`src/rtl/mseq_pkg.sv`:
```
// Shared definitions for the microsequencer instruction-fetch slice:
// fetch FSM encoding and default instruction-word field geometry.
package mseq_pkg;

    typedef enum logic [1:0] {
        IDLE = 2'd0,
        REQ  = 2'd1,
        DROP = 2'd2
    } fetch_state_e;

    // Instruction word is {opcode, operand}; opcode occupies the top bits.
    localparam int MSEQ_OPCODE_WIDTH   = 2;
    localparam int MSEQ_OPERAND_WIDTH  = 6;
    localparam int MSEQ_ADDR_WIDTH     = 5;
    localparam int MSEQ_PREFETCH_DEPTH = 2;
    localparam int MSEQ_RESET_VECTOR   = 16;

endpackage

```
`src/rtl/mseq_prefetch_fifo.sv`:
```
// Small synchronous prefetch FIFO with push, pop, flush and occupancy count.
// DEPTH must be a power of two so the pointers wrap naturally.
module mseq_prefetch_fifo #(
    parameter int  WIDTH     = 8,
    parameter int  DEPTH     = 2,
    localparam int PTR_WIDTH = $clog2(DEPTH),
    localparam int CNT_WIDTH = PTR_WIDTH + 1
) (
    input  logic                 clock,
    input  logic                 reset,
    input  logic                 push,
    input  logic                 pop,
    input  logic                 flush,
    input  logic [WIDTH-1:0]     din,
    output logic [WIDTH-1:0]     dout,
    output logic [CNT_WIDTH-1:0] count,
    output logic                 full,
    output logic                 empty
);

    logic [WIDTH-1:0]     mem_r [DEPTH];
    logic [PTR_WIDTH-1:0] wr_ptr_r;
    logic [PTR_WIDTH-1:0] rd_ptr_r;
    logic [CNT_WIDTH-1:0] count_r;
    logic [CNT_WIDTH-1:0] count_next_s;
    logic                 push_ok_s;
    logic                 pop_ok_s;

    assign full  = (count_r == CNT_WIDTH'(DEPTH));
    assign empty = (count_r == {CNT_WIDTH{1'b0}});
    assign count = count_r;
    assign dout  = mem_r[rd_ptr_r];

    // Qualify requests and compute next occupancy; push+pop leaves count unchanged.
    always_comb begin
        push_ok_s    = push && (!full || pop);
        pop_ok_s     = pop && !empty;
        count_next_s = count_r;
        case ({push_ok_s, pop_ok_s})
            2'b10:   count_next_s = count_r + CNT_WIDTH'(1'b1);
            2'b01:   count_next_s = count_r - CNT_WIDTH'(1'b1);
            default: count_next_s = count_r;
        endcase
    end

    // Pointer and count registers; flush empties the queue.
    always_ff @(posedge clock) begin
        if (!reset || flush) begin
            wr_ptr_r <= {PTR_WIDTH{1'b0}};
            rd_ptr_r <= {PTR_WIDTH{1'b0}};
            count_r  <= {CNT_WIDTH{1'b0}};
        end else begin
            if (push_ok_s) begin
                wr_ptr_r <= wr_ptr_r + PTR_WIDTH'(1'b1);
            end
            if (pop_ok_s) begin
                rd_ptr_r <= rd_ptr_r + PTR_WIDTH'(1'b1);
            end
            count_r <= count_next_s;
        end
    end

    // Storage array write port.
    always_ff @(posedge clock) begin
        if (push_ok_s && !flush) begin
            mem_r[wr_ptr_r] <= din;
        end
    end

endmodule

```
`src/rtl/mseq_instr_fetch.sv`:
```
// Opcode-side instruction fetch: req/ack memory reads into a prefetch FIFO,
// current instruction held stable. Optional perf counters under IFETCH_PERF_CNT_EN.
module mseq_instr_fetch
    import mseq_pkg::*;
#(
    parameter int OPCODE_WIDTH   = MSEQ_OPCODE_WIDTH,
    parameter int OPERAND_WIDTH  = MSEQ_OPERAND_WIDTH,
    parameter int ADDR_WIDTH     = MSEQ_ADDR_WIDTH,
    parameter int PREFETCH_DEPTH = MSEQ_PREFETCH_DEPTH,
    parameter int RESET_VECTOR   = MSEQ_RESET_VECTOR
) (
    input  logic                                clock,
    input  logic                                reset,
    input  logic                                next,
    input  logic                                load_pc,
    input  logic [ADDR_WIDTH-1:0]               pc_in,
    output logic [OPCODE_WIDTH-1:0]             opcode,
    output logic [OPERAND_WIDTH-1:0]            operand,
    output logic                                stall,
    output logic                                mem_req,
    output logic [ADDR_WIDTH-1:0]               mem_addr,
    input  logic                                mem_ack,
    input  logic [OPCODE_WIDTH+OPERAND_WIDTH-1:0] mem_data
`ifdef IFETCH_PERF_CNT_EN
    ,
    output logic [15:0]                         fetch_count,
    output logic [15:0]                         stall_count
`endif
);

    localparam int WORD_WIDTH = OPCODE_WIDTH + OPERAND_WIDTH;
    localparam int CNT_WIDTH  = $clog2(PREFETCH_DEPTH) + 1;
    localparam logic [ADDR_WIDTH-1:0] RESET_PC = ADDR_WIDTH'(RESET_VECTOR);

    fetch_state_e          state_r;
    fetch_state_e          state_next_s;
    logic [ADDR_WIDTH-1:0] pc_r;
    logic [ADDR_WIDTH-1:0] pc_next_s;
    logic [ADDR_WIDTH-1:0] mem_addr_r;
    logic                  mem_req_r;
    logic                  next_q_r;
    logic                  next_edge_s;
    logic                  accept_s;
    logic                  bypass_s;
    logic                  push_s;
    logic                  pop_s;
    logic [WORD_WIDTH-1:0] cur_word_r;
    logic                  stall_r;
    logic [WORD_WIDTH-1:0] fifo_dout_s;
    logic [CNT_WIDTH-1:0]  fifo_count_s;
    logic                  fifo_full_s;
    logic                  fifo_empty_s;

    mseq_prefetch_fifo #(
        .WIDTH (WORD_WIDTH),
        .DEPTH (PREFETCH_DEPTH)
    ) u_fifo (
        .clock (clock),
        .reset (reset),
        .push  (push_s),
        .pop   (pop_s),
        .flush (load_pc),
        .din   (mem_data),
        .dout  (fifo_dout_s),
        .count (fifo_count_s),
        .full  (fifo_full_s),
        .empty (fifo_empty_s)
    );

    // Word routing: a word skips the FIFO only when it would otherwise be the head.
    always_comb begin
        next_edge_s = next & ~next_q_r;
        accept_s    = (state_r == REQ) && mem_ack && !load_pc;
        bypass_s    = accept_s && fifo_empty_s && (stall_r || next_edge_s);
        push_s      = accept_s && !bypass_s && !fifo_full_s;
        pop_s       = next_edge_s && !fifo_empty_s && !load_pc;
        if (load_pc) begin
            pc_next_s = pc_in;
        end else if (accept_s) begin
            pc_next_s = pc_r + ADDR_WIDTH'(1'b1);
        end else begin
            pc_next_s = pc_r;
        end
    end

    // Fetch FSM next state; a redirect during a read must still absorb its ack.
    always_comb begin
        state_next_s = state_r;
        case (state_r)
            IDLE: begin
                if (!load_pc && (fifo_count_s < CNT_WIDTH'(PREFETCH_DEPTH))) begin
                    state_next_s = REQ;
                end else begin
                    state_next_s = IDLE;
                end
            end
            REQ: begin
                if (mem_ack) begin
                    state_next_s = IDLE;
                end else if (load_pc) begin
                    state_next_s = DROP;
                end else begin
                    state_next_s = REQ;
                end
            end
            DROP: begin
                if (mem_ack) begin
                    state_next_s = IDLE;
                end else begin
                    state_next_s = DROP;
                end
            end
            default: state_next_s = IDLE;
        endcase
    end

    // FSM, PC and memory-interface registers; mem_addr is frozen while a read is open.
    always_ff @(posedge clock) begin
        if (!reset) begin
            state_r    <= IDLE;
            pc_r       <= RESET_PC;
            mem_req_r  <= 1'b0;
            mem_addr_r <= RESET_PC;
            next_q_r   <= 1'b0;
        end else begin
            state_r   <= state_next_s;
            pc_r      <= pc_next_s;
            mem_req_r <= (state_next_s != IDLE);
            next_q_r  <= next;
            if ((state_r == IDLE) || (state_next_s == IDLE)) begin
                mem_addr_r <= pc_next_s;
            end
        end
    end

    // Current instruction register; redirect beats bypass, pop and advance.
    always_ff @(posedge clock) begin
        if (!reset) begin
            cur_word_r <= {WORD_WIDTH{1'b0}};
            stall_r    <= 1'b1;
        end else if (load_pc) begin
            stall_r <= 1'b1;
        end else if (bypass_s) begin
            cur_word_r <= mem_data;
            stall_r    <= 1'b0;
        end else if (pop_s) begin
            cur_word_r <= fifo_dout_s;
            stall_r    <= 1'b0;
        end else if (next_edge_s) begin
            stall_r <= 1'b1;
        end
    end

    assign opcode   = cur_word_r[WORD_WIDTH-1 -: OPCODE_WIDTH];
    assign operand  = cur_word_r[OPERAND_WIDTH-1:0];
    assign stall    = stall_r;
    assign mem_req  = mem_req_r;
    assign mem_addr = mem_addr_r;

`ifdef IFETCH_PERF_CNT_EN
    logic [15:0] fetch_count_r;
    logic [15:0] stall_count_r;

    // Saturating accepted-word and stalled-cycle counters.
    always_ff @(posedge clock) begin
        if (!reset) begin
            fetch_count_r <= 16'h0000;
            stall_count_r <= 16'h0000;
        end else begin
            if (accept_s && (fetch_count_r != 16'hFFFF)) begin
                fetch_count_r <= fetch_count_r + 16'h0001;
            end
            if (stall_r && (stall_count_r != 16'hFFFF)) begin
                stall_count_r <= stall_count_r + 16'h0001;
            end
        end
    end

    assign fetch_count = fetch_count_r;
    assign stall_count = stall_count_r;
`endif

endmodule

```
`config.mk`:
```
export PLATFORM = sky130hd
export DESIGN_NAME = mseq_instr_fetch
export DESIGN_NICKNAME = d
export VERILOG_FILES = /design/src/rtl/mseq_pkg.sv /design/src/rtl/mseq_prefetch_fifo.sv /design/src/rtl/mseq_instr_fetch.sv
export SDC_FILE = /design/constraint.sdc
export NUM_CORES = 1
export LEC_CHECK = 0
export ABC_CLOCK_PERIOD_IN_PS = 1950
export CORE_ASPECT_RATIO = 1.25
export CORE_UTILIZATION = 40
export DETAILED_ROUTE_END_ITERATION = 12
export GPL_ROUTABILITY_DRIVEN = 0
export HOLD_SLACK_MARGIN = 0.02
export PLACE_DENSITY = 0.7
export RECOVER_POWER = 50
export SLEW_MARGIN = 5
export SYNTH_ARGS = -nofsm -noshare
export SYNTH_HDL_FRONTEND = slang
export SYNTH_SLANG_ARGS = --single-unit
```
`constraint.sdc`:
```
create_clock -name clock -period 1.95 [get_ports clock]
set_input_delay 0.39 -clock clock [delete_from_list [all_inputs] [get_ports clock]]
set_output_delay 0.39 -clock clock [all_outputs]
set_load 0.02 [all_outputs]
```
# Yosys cells after proc, flatten, opt, wreduce, memory -nomap -nowiden
# Memories as Yosys holds them, arrays and structs flattened. A register that Yosys moved wholly into a read port is not among the register bits.
# Index checks and enable logic that the tools add are counted.
# totals
inputBits,18
regBits,27
ram_bits,16
output_inout_bits,15
elab_cells,73
mem_count,1
# memory_table
name,words,width,read_ports,rd_ports_with_merged_regs,write_ports,line_no,rtl
u_fifo.mem_r,2,8,1,1,1,mseq_prefetch_fifo.sv:21,logic [WIDTH-1:0] mem_r [DEPTH];
# op_classes
bitwise,4
n_eq_ne,5
mux,17
order_cmp,1
n_addsub,5
n_reduce_logical,30
# ops
operator,count
$mux 8,2
$logic_and 1x1->1,12
$mux 5,2
$mux 1,8
$eq 2x2->1 const B,3
$logic_not 2->1,3
$mux 2,3
$pmux 2 s3,1
$reduce_bool 2->1,3
$add 5x1->5 const B,1
$logic_not 1->1,5
$eq 2x1->1 const B,2
$logic_or 1x1->1,4
$pmux 2 s2,1
$not 1->1,3
$reduce_bool 3->1,1
$add 1x1->1 const B,2
$add 2x1->2 const B,1
$lt 2x2->1 const B,1
$reduce_and 2->1,1
$reduce_or 2->1,1
$sub 2x1->2 const B,1
$and 1x1->1,1

# Depth between registers and ports, before layout
# logic_depth
ltp_word,12
ltp_mapped,8
mapped_depth_nobuf,7

# By module
# A second synthesis with hierarchy kept.
# unflattened
cells_unflattened,162
area_unflattened_um2,1819.2
# by_module_without_submodules
module,cells_each,seq_area_each_um2,n_inst,area_per_inst_um2
mseq_instr_fetch,110,460.4,1,1009.7
mseq_prefetch_fifo,52,580.6,1,809.5

# Least setup slack after synthesis
# OpenSTA, ideal clock, no wires.
# synth_timing
path_kind,input to register
startpoint,input port next
endpoint,register u_fifo.count_r[1] (netlist: u_fifo.count[1])
setup_slack_ns,0.058
cell_stages,7
required_ns,1.880
path_buffers,1
arrival_ns,1.822
setup_time_ns,0.070
path_cell_list,nand2b_1 a31oi_1 or3_1 clkbuf_1 ha_1 or3_1 a21oi_1
# synth_between
elab_chain_cells,9
elab_cells_between_ends,15
cone_classes,eq/ne: 2; mux: 1; bitwise: 1; reduce/logical: 11
# synth_rtl
element,line_no,rtl
from (decl),mseq_instr_fetch.sv:14,"input logic next,"
$and 1x1->1 (*),mseq_instr_fetch.sv:72,next_edge_s = next & ~next_q_r;
$logic_or 1x1->1,mseq_instr_fetch.sv:74,bypass_s = accept_s && fifo_empty_s && (stall_r || next_edge_s);
$logic_and 1x1->1,mseq_instr_fetch.sv:74,
$logic_not 1->1,mseq_instr_fetch.sv:75,push_s = accept_s && !bypass_s && !fifo_full_s;
$logic_and 1x1->1 (2 in series),mseq_instr_fetch.sv:75,
$logic_and 1x1->1,mseq_prefetch_fifo.sv:36,push_ok_s = push && (!full || pop);
$eq 2x1->1 or $eq 2x2->1 (tied branches),mseq_prefetch_fifo.sv:39,"case ({push_ok_s, pop_ok_s})"
$pmux 2 s2 or $reduce_bool 2->1 (tied branches),-,
to (signal assigned),mseq_prefetch_fifo.sv:51,count_r <= {CNT_WIDTH{1'b0}};
to (signal assigned),mseq_prefetch_fifo.sv:59,count_r <= count_next_s;
to (decl),mseq_prefetch_fifo.sv:24,logic [CNT_WIDTH-1:0] count_r;
# Every way passes the cells marked *; elsewhere a longest branch is shown, timed or not.
# A chain may end at the register's enable or synchronous reset.

# Final worst setup path
# layout_timing
startpoint,input port load_pc
endpoint,register u_fifo.count_r[1] (netlist: u_fifo.count[1])
# layout_between
elab_chain_cells,10
elab_cells_between_ends,16
cone_classes,eq/ne: 2; mux: 1; reduce/logical: 13
# layout_rtl
element,line_no,rtl
from (decl),mseq_instr_fetch.sv:15,"input logic load_pc,"
$logic_not 1->1,"mseq_instr_fetch.sv:73, mseq_instr_fetch.sv:76",
$logic_and 1x1->1,mseq_instr_fetch.sv:73,accept_s = (state_r == REQ) && mem_ack && !load_pc;
$logic_and 1x1->1 (2 in series),mseq_instr_fetch.sv:74,
$logic_not 1->1,mseq_instr_fetch.sv:75,
$logic_and 1x1->1 (2 in series),mseq_instr_fetch.sv:75,
$logic_and 1x1->1,mseq_prefetch_fifo.sv:36,
$eq 2x1->1 or $eq 2x2->1 (tied branches),mseq_prefetch_fifo.sv:39,
$pmux 2 s2 or $reduce_bool 2->1 (tied branches),-,
# Several ways; a longest one is shown, not always the timed one.

==> impl_metrics.tcl <==
set metrics [dict create \
    drt-initial-drc-count 17 \
    path_max_fanout 3 \
    slew_violations 0 \
    yosysTopAreaCellShare 0.309 \
    cts_buffers 5 \
    ys_warn_count 0 \
    yosysTopAreaCell "dfxtp_1" \
    wl_per_cell_um 14.1 \
    skew_ps 7.71 \
    worstHoldStart "next" \
    dr_total_vias 1324 \
    drtPass1Iterations 2 \
    cts_tree "built" \
    grt-busiest-layer "met2" \
    viasPerCell 5.05 \
    port_buffers 32 \
    rows 27 \
    cellPowerDensity_nw_per_um2 710 \
    cp_num_buf_inv 1 \
    antenna_found_initial 0 \
    p_total_mw 1.75 \
    cts_root_buffer "clkbuf_8" \
    wirelength_mm 3.68 \
    worstPathCellList "clkdlybuf4s50_1 -> or3_4 -> ha_4 -> xnor2_1 -> or3_4 -> a21oi_2" \
    r2r_setup_slack_ps 160 \
    grt_first_pass_wirelength_mm 6.22 \
    synth-edff-count 16 \
    fmax_ghz 0.549 \
    cpMostUsedCell "or3_4" \
    synth_cell_types 40 \
    final_util 0.561 \
    switching_share 0.245 \
    hold_depth 2 \
    h-tree-depth 2 \
    synth_common_cells "dfxtp_1, edfxtp_1, nor2_1, mux2_2" \
    leakagePower_nw 0.860 \
    p_seq_frac 0.566 \
    final_nets 223 \
    ys_seq_area_frac 0.573 \
    setup_violations 0 \
    synthArstFlopShare 0 \
    tightest_slew_ps 619 \
    cp-end-kind "register" \
    intPower_mw 1.32 \
    dieArea_um2 4820 \
    timing.rr.end "u_fifo.count[1]" \
    finalCritPeriodShare 0.934 \
    hold_viol 0 \
    clockPowerShare 0.332 \
    nFillCells 378 \
    peakVddDrop_uv 538 \
    synth_area_leaders "dfxtp_1, edfxtp_1, mux2_2, mux2i_1, o2bb2ai_1" \
    postSynthCellCount 152 \
    io_pins 33 \
    min_to "next_q_r" \
    startpoint_type "input pin" \
    grt_usage 0.166 \
    ant_nets 0 \
    n_antenna_cell 0 \
    crit_slowest_cell "clkdlybuf4s50_1" \
    ff2ff_path_depth 7 \
    die_h_um 77.4 \
    use_met3 0.0456 \
    grt_pass1_vias 1357 \
    ys_seq_elements 44 \
    syn_avg_cell_area_um2 12.0 \
    hp-class "in2reg" \
    grt_max_degree 16 \
    syn-cell-area_um2 1820 \
    cts_sinks 44 \
    crit_required_ps 2190 \
    post_cts_buffers 0 \
    hpwlAfterDp_mm 2.64 \
    drive_gt1_frac 0.221 \
    cts.path.max_buffers 2 \
    drc 0 \
    clk_latency_ps 300 \
    rsz0062_at_grt "false" \
    dpl_cell_area_um2 2340 \
    comb_power_share 0.102 \
    grt.met2_usage 0.318 \
    maxSlewHeadroom 0.587 \
    start_util 0.414 \
    maxCapViolCount 0 \
    slowest_delay_ps 470 \
    crit_family "simple AND/OR/NAND/NOR gates" \
    crit_type "in2reg" \
    status "finished, final reports clean" \
    post-route-min-period_ps 1820 \
    syn_to_final_growth_pct 35.5 \
    arrival_ps 2060 \
    final_area_um2 2460 \
    overflow 0 \
    rr_startpoint "u_fifo.count[1]" \
    syn-num-nets 172 \
    die_width_um 62.3 \
    clk_pin_slew_worst_paths_ps 90 \
    power_switching_mw 0.428 \
    core_area_um2 4390 \
    grt_util_met1 0.179 \
    synth_flop_cell "dfxtp_1" \
    synth.most_common_cell "dfxtp_1" \
]
power by group through the flow:
stage               sequential [mW]  combinational (mW)  clock (mW)
detailed placement             1.01               0.187           0
global route                  0.993               0.194       0.627
global placement               1.01               0.182           0
floorplan                      1.03              0.0621           0
finish                        0.989               0.179       0.581
CTS                           0.989               0.187       0.596
metrics by stage:
step                setup WS (ps)  cells  hold slack [ps]  TNS [ps]
floorplan                    58.2    152              457         0
global placement             -258    254              457     -3300
detailed placement           -320    254              467     -4280
CTS                          23.1    262              483         0
global route                 64.8    262              356         0
finish                        128    262              341         0
flip-flops by register name (all words and copies together), names as in the netlist, named ones only:
name	flops
pc_r	5
mem_req	1
cur_word_r	8
u_fifo.count	2
state_r	2
next_q_r	1
u_fifo.wr_ptr_r	1
u_fifo.rd_ptr_r	1
mem_addr	5
u_fifo.mem_r	16
stall	1
placed cells by master, fill, tap and decap left out, types with 5 or more instances in the layout:
cell type,instances
nor2_1,15
clkdlybuf4s50_1,17
mux2i_1,8
dfxtp_1,28
dlygate4sd3_1,13
edfxtp_1,16
o21ai_0,7
clkbuf_8,5
mux2_2,9
nand3_1,5
buf_4,14
o2bb2ai_1,8
what timing repair did:
item	in CTS	in global routing
pin swaps	1	1
resized for setup	1	7
hold buffers	0	0
endpoints found under the setup margin	1	1
cell type report:
type                       count  area [µm²]  area share
sequential                    44        1040       0.423
multi-input combinational     99         771       0.313
timing repair buffer          49         470       0.191
tap                           58        72.6      0.0295
clock buffer                   5        68.8      0.0279
clock inverter                 3        23.8     0.00965
inverter                       4        15.0     0.00610
worst max path at each step:
stage	start	to	cells after the start
floorplan	next	u_fifo.count[1]	7
CTS	next	u_fifo.count[1]	7
finish	load_pc	u_fifo.count[1]	6
global route	u_fifo.count[1]	u_fifo.count[1]	7
global placement	next	u_fifo.count[1]	7
detailed placement	next	u_fifo.count[1]	7
layer usage:
layer	wire [µm]	vias up
li1	-	667
met1	1460	625
met2	2040	28
met3	150	4
met4	33	0
met5	0	-
logic make-up (layout without fill, tap and decap cells):
family | Yosys count | after routing | synth area share
xor gates and xnor gates | 4 | 4 | 0.0193
AOI/OAI and AO/OA | 31 | 31 | 0.129
adders and majority gates | 2 | 2 | 0.0138
and+or+nand+nor | 44 | 44 | 0.139
muxes | 18 | 18 | 0.106
buffers and inverters | 9 | 61 | 0.0200
DFF | 44 | 44 | 0.573
Note: power is estimated with default switching activity, not from simulation.
